**src/rtl/mem_pkg.sv**
```systemverilog
// Shared definitions for the data memory port and the block-copy engine.
// State codes and default widths are common to the memory and its initiators.
package mem_pkg;

    localparam int MEM_DW = 16;
    localparam int MEM_AW = 16;

    localparam logic [1:0] S_IDLE   = 2'd0;
    localparam logic [1:0] S_READ   = 2'd1;
    localparam logic [1:0] S_WRITE  = 2'd2;
    localparam logic [1:0] S_FINISH = 2'd3;

    typedef enum logic [1:0] {
        ST_IDLE   = S_IDLE,
        ST_READ   = S_READ,
        ST_WRITE  = S_WRITE,
        ST_FINISH = S_FINISH
    } state_e;

endpackage

```
**src/rtl/mem_copy_engine.sv**
```systemverilog
// Block-copy initiator: reads len words from src and writes them to dst,
// one READ/WRITE cycle pair per word, strictly ascending.
//
// state  | meaning
// IDLE   | waiting for start; memory port released
// READ   | memr asserted at sp, read_data captured into dbuf
// WRITE  | memw asserted at dp with dbuf; pointers advance, cnt decrements
// FINISH | one-cycle done pulse
module mem_copy_engine
    import mem_pkg::*;
#(
    parameter int DW        = MEM_DW,
    parameter int AW        = MEM_AW,
    parameter int ADDR_STEP = 1
) (
    input  logic          clk,
    input  logic          rst_n,
    input  logic          start,
    input  logic          abort,
    input  logic [AW-1:0] src,
    input  logic [AW-1:0] dst,
    input  logic [AW-1:0] len,
    output logic [AW-1:0] address,
    output logic [DW-1:0] write_data,
    output logic          memw,
    output logic          memr,
    input  logic [DW-1:0] read_data,
    output logic          busy,
    output logic          done,
    output logic          aborted,
    output logic [AW-1:0] remaining
);

    state_e        state, state_nxt;
    logic [AW-1:0] sp, sp_nxt;
    logic [AW-1:0] dp, dp_nxt;
    logic [AW-1:0] cnt, cnt_nxt;
    logic [DW-1:0] dbuf, dbuf_nxt;
    logic          aborted_q, aborted_nxt;

    always_ff @(posedge clk or negedge rst_n) begin
        if (!rst_n) begin
            state     <= ST_IDLE;
            sp        <= '0;
            dp        <= '0;
            cnt       <= '0;
            dbuf      <= '0;
            aborted_q <= 1'b0;
        end else begin
            state     <= state_nxt;
            sp        <= sp_nxt;
            dp        <= dp_nxt;
            cnt       <= cnt_nxt;
            dbuf      <= dbuf_nxt;
            aborted_q <= aborted_nxt;
        end
    end

    always_comb begin
        state_nxt   = state;
        sp_nxt      = sp;
        dp_nxt      = dp;
        cnt_nxt     = cnt;
        dbuf_nxt    = dbuf;
        aborted_nxt = 1'b0;
        case (state)
            ST_IDLE: begin
                if (start) begin
                    sp_nxt    = src;
                    dp_nxt    = dst;
                    cnt_nxt   = len;
                    state_nxt = (len == '0) ? ST_FINISH : ST_READ;
                end
            end
            ST_READ: begin
                dbuf_nxt  = read_data;
                state_nxt = ST_WRITE;
                if (abort) begin
                    state_nxt   = ST_IDLE;
                    aborted_nxt = 1'b1;
                end
            end
            ST_WRITE: begin
                // The write commits on this edge even when aborted, so the
                // bookkeeping advances regardless.
                sp_nxt    = sp + AW'(ADDR_STEP);
                dp_nxt    = dp + AW'(ADDR_STEP);
                cnt_nxt   = cnt - AW'(1);
                state_nxt = (cnt == AW'(1)) ? ST_FINISH : ST_READ;
                if (abort) begin
                    state_nxt   = ST_IDLE;
                    aborted_nxt = 1'b1;
                end
            end
            ST_FINISH: state_nxt = ST_IDLE;
            default:   state_nxt = ST_IDLE;
        endcase
    end

    assign memr       = (state == ST_READ);
    assign memw       = (state == ST_WRITE);
    assign busy       = memr | memw;
    assign done       = (state == ST_FINISH);
    assign aborted    = aborted_q;
    assign remaining  = cnt;
    assign address    = memr ? sp : (memw ? dp : '0);
    assign write_data = memw ? dbuf : '0;

endmodule

```
**config.mk**
```make
export PLATFORM = sky130hd
export DESIGN_NAME = mem_copy_engine
export DESIGN_NICKNAME = d
export VERILOG_FILES = /design/src/rtl/mem_pkg.sv /design/src/rtl/mem_copy_engine.sv
export SDC_FILE = /design/constraint.sdc
export NUM_CORES = 1
export LEC_CHECK = 0
export CAP_MARGIN = 10
export CORE_MARGIN = 3
export CORE_UTILIZATION = 44
export CTS_CLUSTER_SIZE = 10
export DETAILED_ROUTE_END_ITERATION = 10
export PLACE_DENSITY = 0.83
export SLEW_MARGIN = 5
export SYNTH_ARGS = -nofsm -noshare
export SYNTH_HDL_FRONTEND = slang
export SYNTH_SLANG_ARGS = --single-unit
```
**constraint.sdc**
```tcl
create_clock -name clk -period 1.93 [get_ports clk]
set_clock_uncertainty 0.2 [all_clocks]
set_input_delay 0.386 -clock clk [delete_from_list [all_inputs] [get_ports clk]]
set_output_delay 0.386 -clock clk [all_outputs]
set_load 0.1 [all_outputs]
```
Word level (Yosys, flattened, before mapping)
Index checks and enable logic that the tools add are counted.
{"block": "totals", "inputBits": 68, "reg_bits": 67, "word_cells": 37}
{"block": "classes", "bitwise": 1, "n_reduce_logical": 5, "add_sub_neg": 3, "n_mux": 17, "eq_ne": 5}
{"operator": "$mux W16", "n": 6}
{"operator": "$pmux W16 S2", "n": 3}
{"operator": "$add A16 B1 Y16 const B", "n": 2}
{"operator": "$eq A16 B1 Y1 const B", "n": 1}
{"operator": "$logic_not A16 Y1", "n": 1}
{"operator": "$sub A16 B1 Y16 const B", "n": 1}
{"operator": "$mux W2", "n": 5}
{"operator": "$pmux W2 S4", "n": 1}
{"operator": "$eq A2 B2 Y1 const B", "n": 2}
{"operator": "$eq A2 B1 Y1 const B", "n": 1}
{"operator": "$logic_not A2 Y1", "n": 1}
{"operator": "$mux W1", "n": 2}
{"operator": "$ne A2 B2 Y1 const B", "n": 1}
{"operator": "$reduce_and A2 Y1", "n": 1}
{"operator": "$reduce_bool A2 Y1", "n": 1}
{"operator": "$reduce_or A2 Y1", "n": 1}
{"operator": "$or A1 B1 Y1", "n": 1}

Logic depth before layout (Yosys ltp)
{"block": "depth", "word_depth": 4, "mapped_depth": 9, "ltp_nobuf": 6}

Worst setup path before layout
Ideal clock, no wire load.
{"block": "synth_timing", "kind": "register to output", "start": "register state[0]", "end": "output port address[5]", "path_slack_ns": -2.949, "required_ns": 1.344, "stages_incl_launch_ff": 8, "arrival_time_ns": 4.293, "cell_sequence": "dfrtp_1 > inv_1 > ha_1 > clkbuf_1 > clkbuf_1 > clkbuf_1 > nand2_1 > o21ai_0"}
{"block": "synth_between", "elab_chain_cells": 3, "elab_cells_between_ends": 4, "classes_between": "eq/ne: 2; mux: 2"}
{"element": "from (decl)", "line": "mem_copy_engine.sv:34", "text": "state_e state, state_nxt;"}
{"element": "from (signal assigned)", "line": "mem_copy_engine.sv:50", "text": "state <= state_nxt;"}
{"element": "$eq A2 B2 Y1", "line": "mem_copy_engine.sv:101", "text": "assign memw = (state == ST_WRITE);"}
{"element": "net memw", "line": "mem_copy_engine.sv:25", "text": "output logic memw,"}
{"element": "$mux W16 (2 in a row)", "line": "mem_copy_engine.sv:106", "text": "assign address = memr ? sp : (memw ? dp : '0);"}
{"element": "to (decl)", "line": "mem_copy_engine.sv:23", "text": "output logic [AW-1:0] address,"}
The timed path passes the listed nets, and every way through them passes these cells.

Worst setup path in the final report
{"block": "layout_timing", "start": "register state[0]", "end": "output port address[13]"}
{"block": "layout_between", "elab_chain_cells": 3, "elab_cells_between_ends": 4, "classes_between": "eq/ne: 2; mux: 2"}
{"element": "$eq A2 B2 Y1", "line": "mem_copy_engine.sv:101"}
{"element": "$mux W16", "line": "mem_copy_engine.sv:106"}
{"element": "$mux W16 (*)", "line": "mem_copy_engine.sv:106"}
Mark *: on every way between the ends. The rest lies on a longest branch, timed or not.

==> results.toml <==
[timing]
layout_worst_path_cycle_share_pct = 130
clock.fmax_ghz = 0.400
slew_violations = 0
worst_slack_ps = -572
worstMarginPinSlew_ps = 836
max_slew_margin_pct = 43.8
period_needed_ps = 2500
finalSetupViolations = 93
finalHoldViolCount = 0
whs_ps = 328
grt_setup_unrepaired = "yes"

[die]
die_w_um = 104
dieArea_sq_um = 10800
num_rows = 35
coreArea_sq_um = 9240
die_h_um = 104
top_level_ports = 121
start_util_pct = 45.5

[job]
drv_cap = 0

[route]
drt-total-wl_mm = 25.2
drtPass1Iterations = 8
drcViolationCount = 0
viasPerCell = 7.23
wl_per_cell_um = 30.5
drtAntennaViolNets = 0
first_iter_violations = 723
vias = 5954

[worst_setup_path]
cp-end-kind = "primary output"
startpoint_type = "flip-flop"
crit_required_ps = 1340
cp_slowest_stage_delay_ps = 410
critPathMaxFanout = 8
crit_start = "state[0]"
critPathArrivalTime_ps = 1920
worst_r2r_startpoint = "state[0]"
worst-setup-path-type = "flip-flop to primary output"
crit_path_frequent_cell = "buf_12"
crit_chain = "inv_2, ha_4, buf_12, nand2_2, o21ai_4, buf_12"
slowest_stage = "dfrtp_1"
r2r_slack_ps = -530

[synth]
syn_nets = 559
synth_async_sr_flop_share_pct = 100
synth_edf_count = 0
synthesis.area_sq_um = 4200
ys_types = 51
synth_cells = 483
yosys_warnings = 0
dominantRegCellSynth = "dfrtp_1"
yosysSeqAreaShare_pct = 39.9
synth_seq_cells = 67
synth.avg_cell_area_sq_um = 8.70

[worst_hold_path]
holdCritPathClass = "flip-flop to flip-flop"
hold_start = "dbuf[4]"

[global_route]
antenna_found_initial = 1
track_usage_pct = 33.8
grt_max_degree = 26
grt_pass1_vias = 5432
grt_first_pass_wirelength_mm = 29.2
grt_overflow = 0

[cells_and_area]
antenna_cells = 0
multiInputGateArea_sq_um = 3350
instances_no_fill = 824
stdcell_area_sq_um = 8520
final_cell_mix = "buf_12, clkdlybuf4s50_1, dfrtp_1"
layout_commonest_cell = "buf_12"
layout.nets = 766
syn2layout_area_growth_pct = 103
n_fill_cell = 252
fin_util_pct = 92.3
drive_gt1_share_pct = 55.3
seq_area_sq_um = 1700

[cts]
cts.sinks = 67
cts_tree = "done"
insertion_delay_ps = 390
h-tree-depth = 3
cts_buffers = 9
cts_buffer_depth = 2
cts-root-buf = "clkbuf_8"
clk_pin_slew_worst_paths_ps = 80

[place]
dpl.hpwl_mm = 10.8
gp_congestion = 0.862
port-buffer-count = 120
dp.cells = 760
place_area_sq_um = 6800

[status]
status = "finished with violations"
violations = "setup timing"
worst paths after layout:
check,to,depth (start not counted)
setup / recovery,address[13],6
hold / removal,dbuf[4],1
setup reg to reg,dp[12],7
hold reg to reg,dbuf[4],1
max in group asynchronous,dbuf[0],3
min in group asynchronous,sp[11],2
per-layer routing:
metal | global-route usage (%) | vias up | part of all wire [%]
li1 | - | 2201 | -
met1 | 37.9 | 2775 | 32
met2 | 59.3 | 678 | 46
met3 | 8.79 | 298 | 12
met4 | 16.9 | 2 | 10
met5 | 0 | - | 0.056
state kept, by name, summed over array words and instances (netlist names):
register   count
state          2
dp            16
aborted        1
sp            16
dbuf          16
remaining     16
area by class of cell:
type                            instances  share of cell area, %
Clock buffer                           10                   1.50
Clock inverter                          6                  0.939
Inverter                               14                  0.616
Multi-Input combinational cell        370                   39.3
Sequential cell                        67                   19.9
Tap cell                              129                   1.89
Timing Repair Buffer                  228                   35.8
timing repair:
item,4_1_cts,5_1_grt
hold buffers,1,0
buffers inserted,21,25
cloned,6,5
setup endpoints to repair,65,96
hold endpoints to repair,19,0
resized for setup,87,136
pin swaps,33,60
cells by family after synthesis:
logic type               share of synthesized area [%]
AND/OR/NAND/NOR                                   23.9
AO/OA/AOI/OAI                                     18.4
flip-flops                                        39.9
buffers and inverters                             4.88
multiplexers                                      10.6
adder cells (fa/ha/maj)                           2.38
through the flow:
step / setup TNS (ps) / setup WS (ps)
floorplan: -25170 / -650
global placement: -1880 / -136
detailed placement: -3930 / -184
CTS: -20910 / -358
global route: -31760 / -616
finish: -30850 / -572
cell usage after synthesis (2+ instances only):
cell type,instances,area [sq um]
buf_4,3,22.5
nand2b_1,6,37.5
buf_2,11,55.1
nor3_1,10,50.1
nand3_1,25,125
clkbuf_1,14,52.6
nand4_1,15,93.8
mux2_2,18,203
o21ai_0,25,125
o21a_1,2,15.0
nand3b_1,2,15.0
and2_1,17,106
nor4_1,10,62.6
inv_1,13,48.8
nor2b_1,2,12.5
dfrtp_1,67,1680
or3_1,3,18.8
and3_1,4,25.0
o21ai_1,14,70.1
a2bb2oi_1,2,17.5
a31oi_1,2,12.5
o22ai_1,38,238
buf_1,3,11.3
a31o_1,2,17.5
mux2i_1,22,220
nand2_1,59,221
nor4_2,4,50.1
nor2_1,16,60.1
ha_1,8,100
a21oi_1,42,210
nor3b_1,4,30.0
worst max-delay path: cells and delay by family (launching register included):
| family | cells | cell delay [ps] |
|---|---|---|
| flops | 1 | 410 |
| fa+ha+maj | 1 | 300 |
| simple gates | 1 | 70 |
| compound gates | 1 | 190 |
| buf+inv | 3 | 550 |
Power is not shown: default switching activity piles up to over one toggle a cycle in this logic, so the estimate is an artifact.
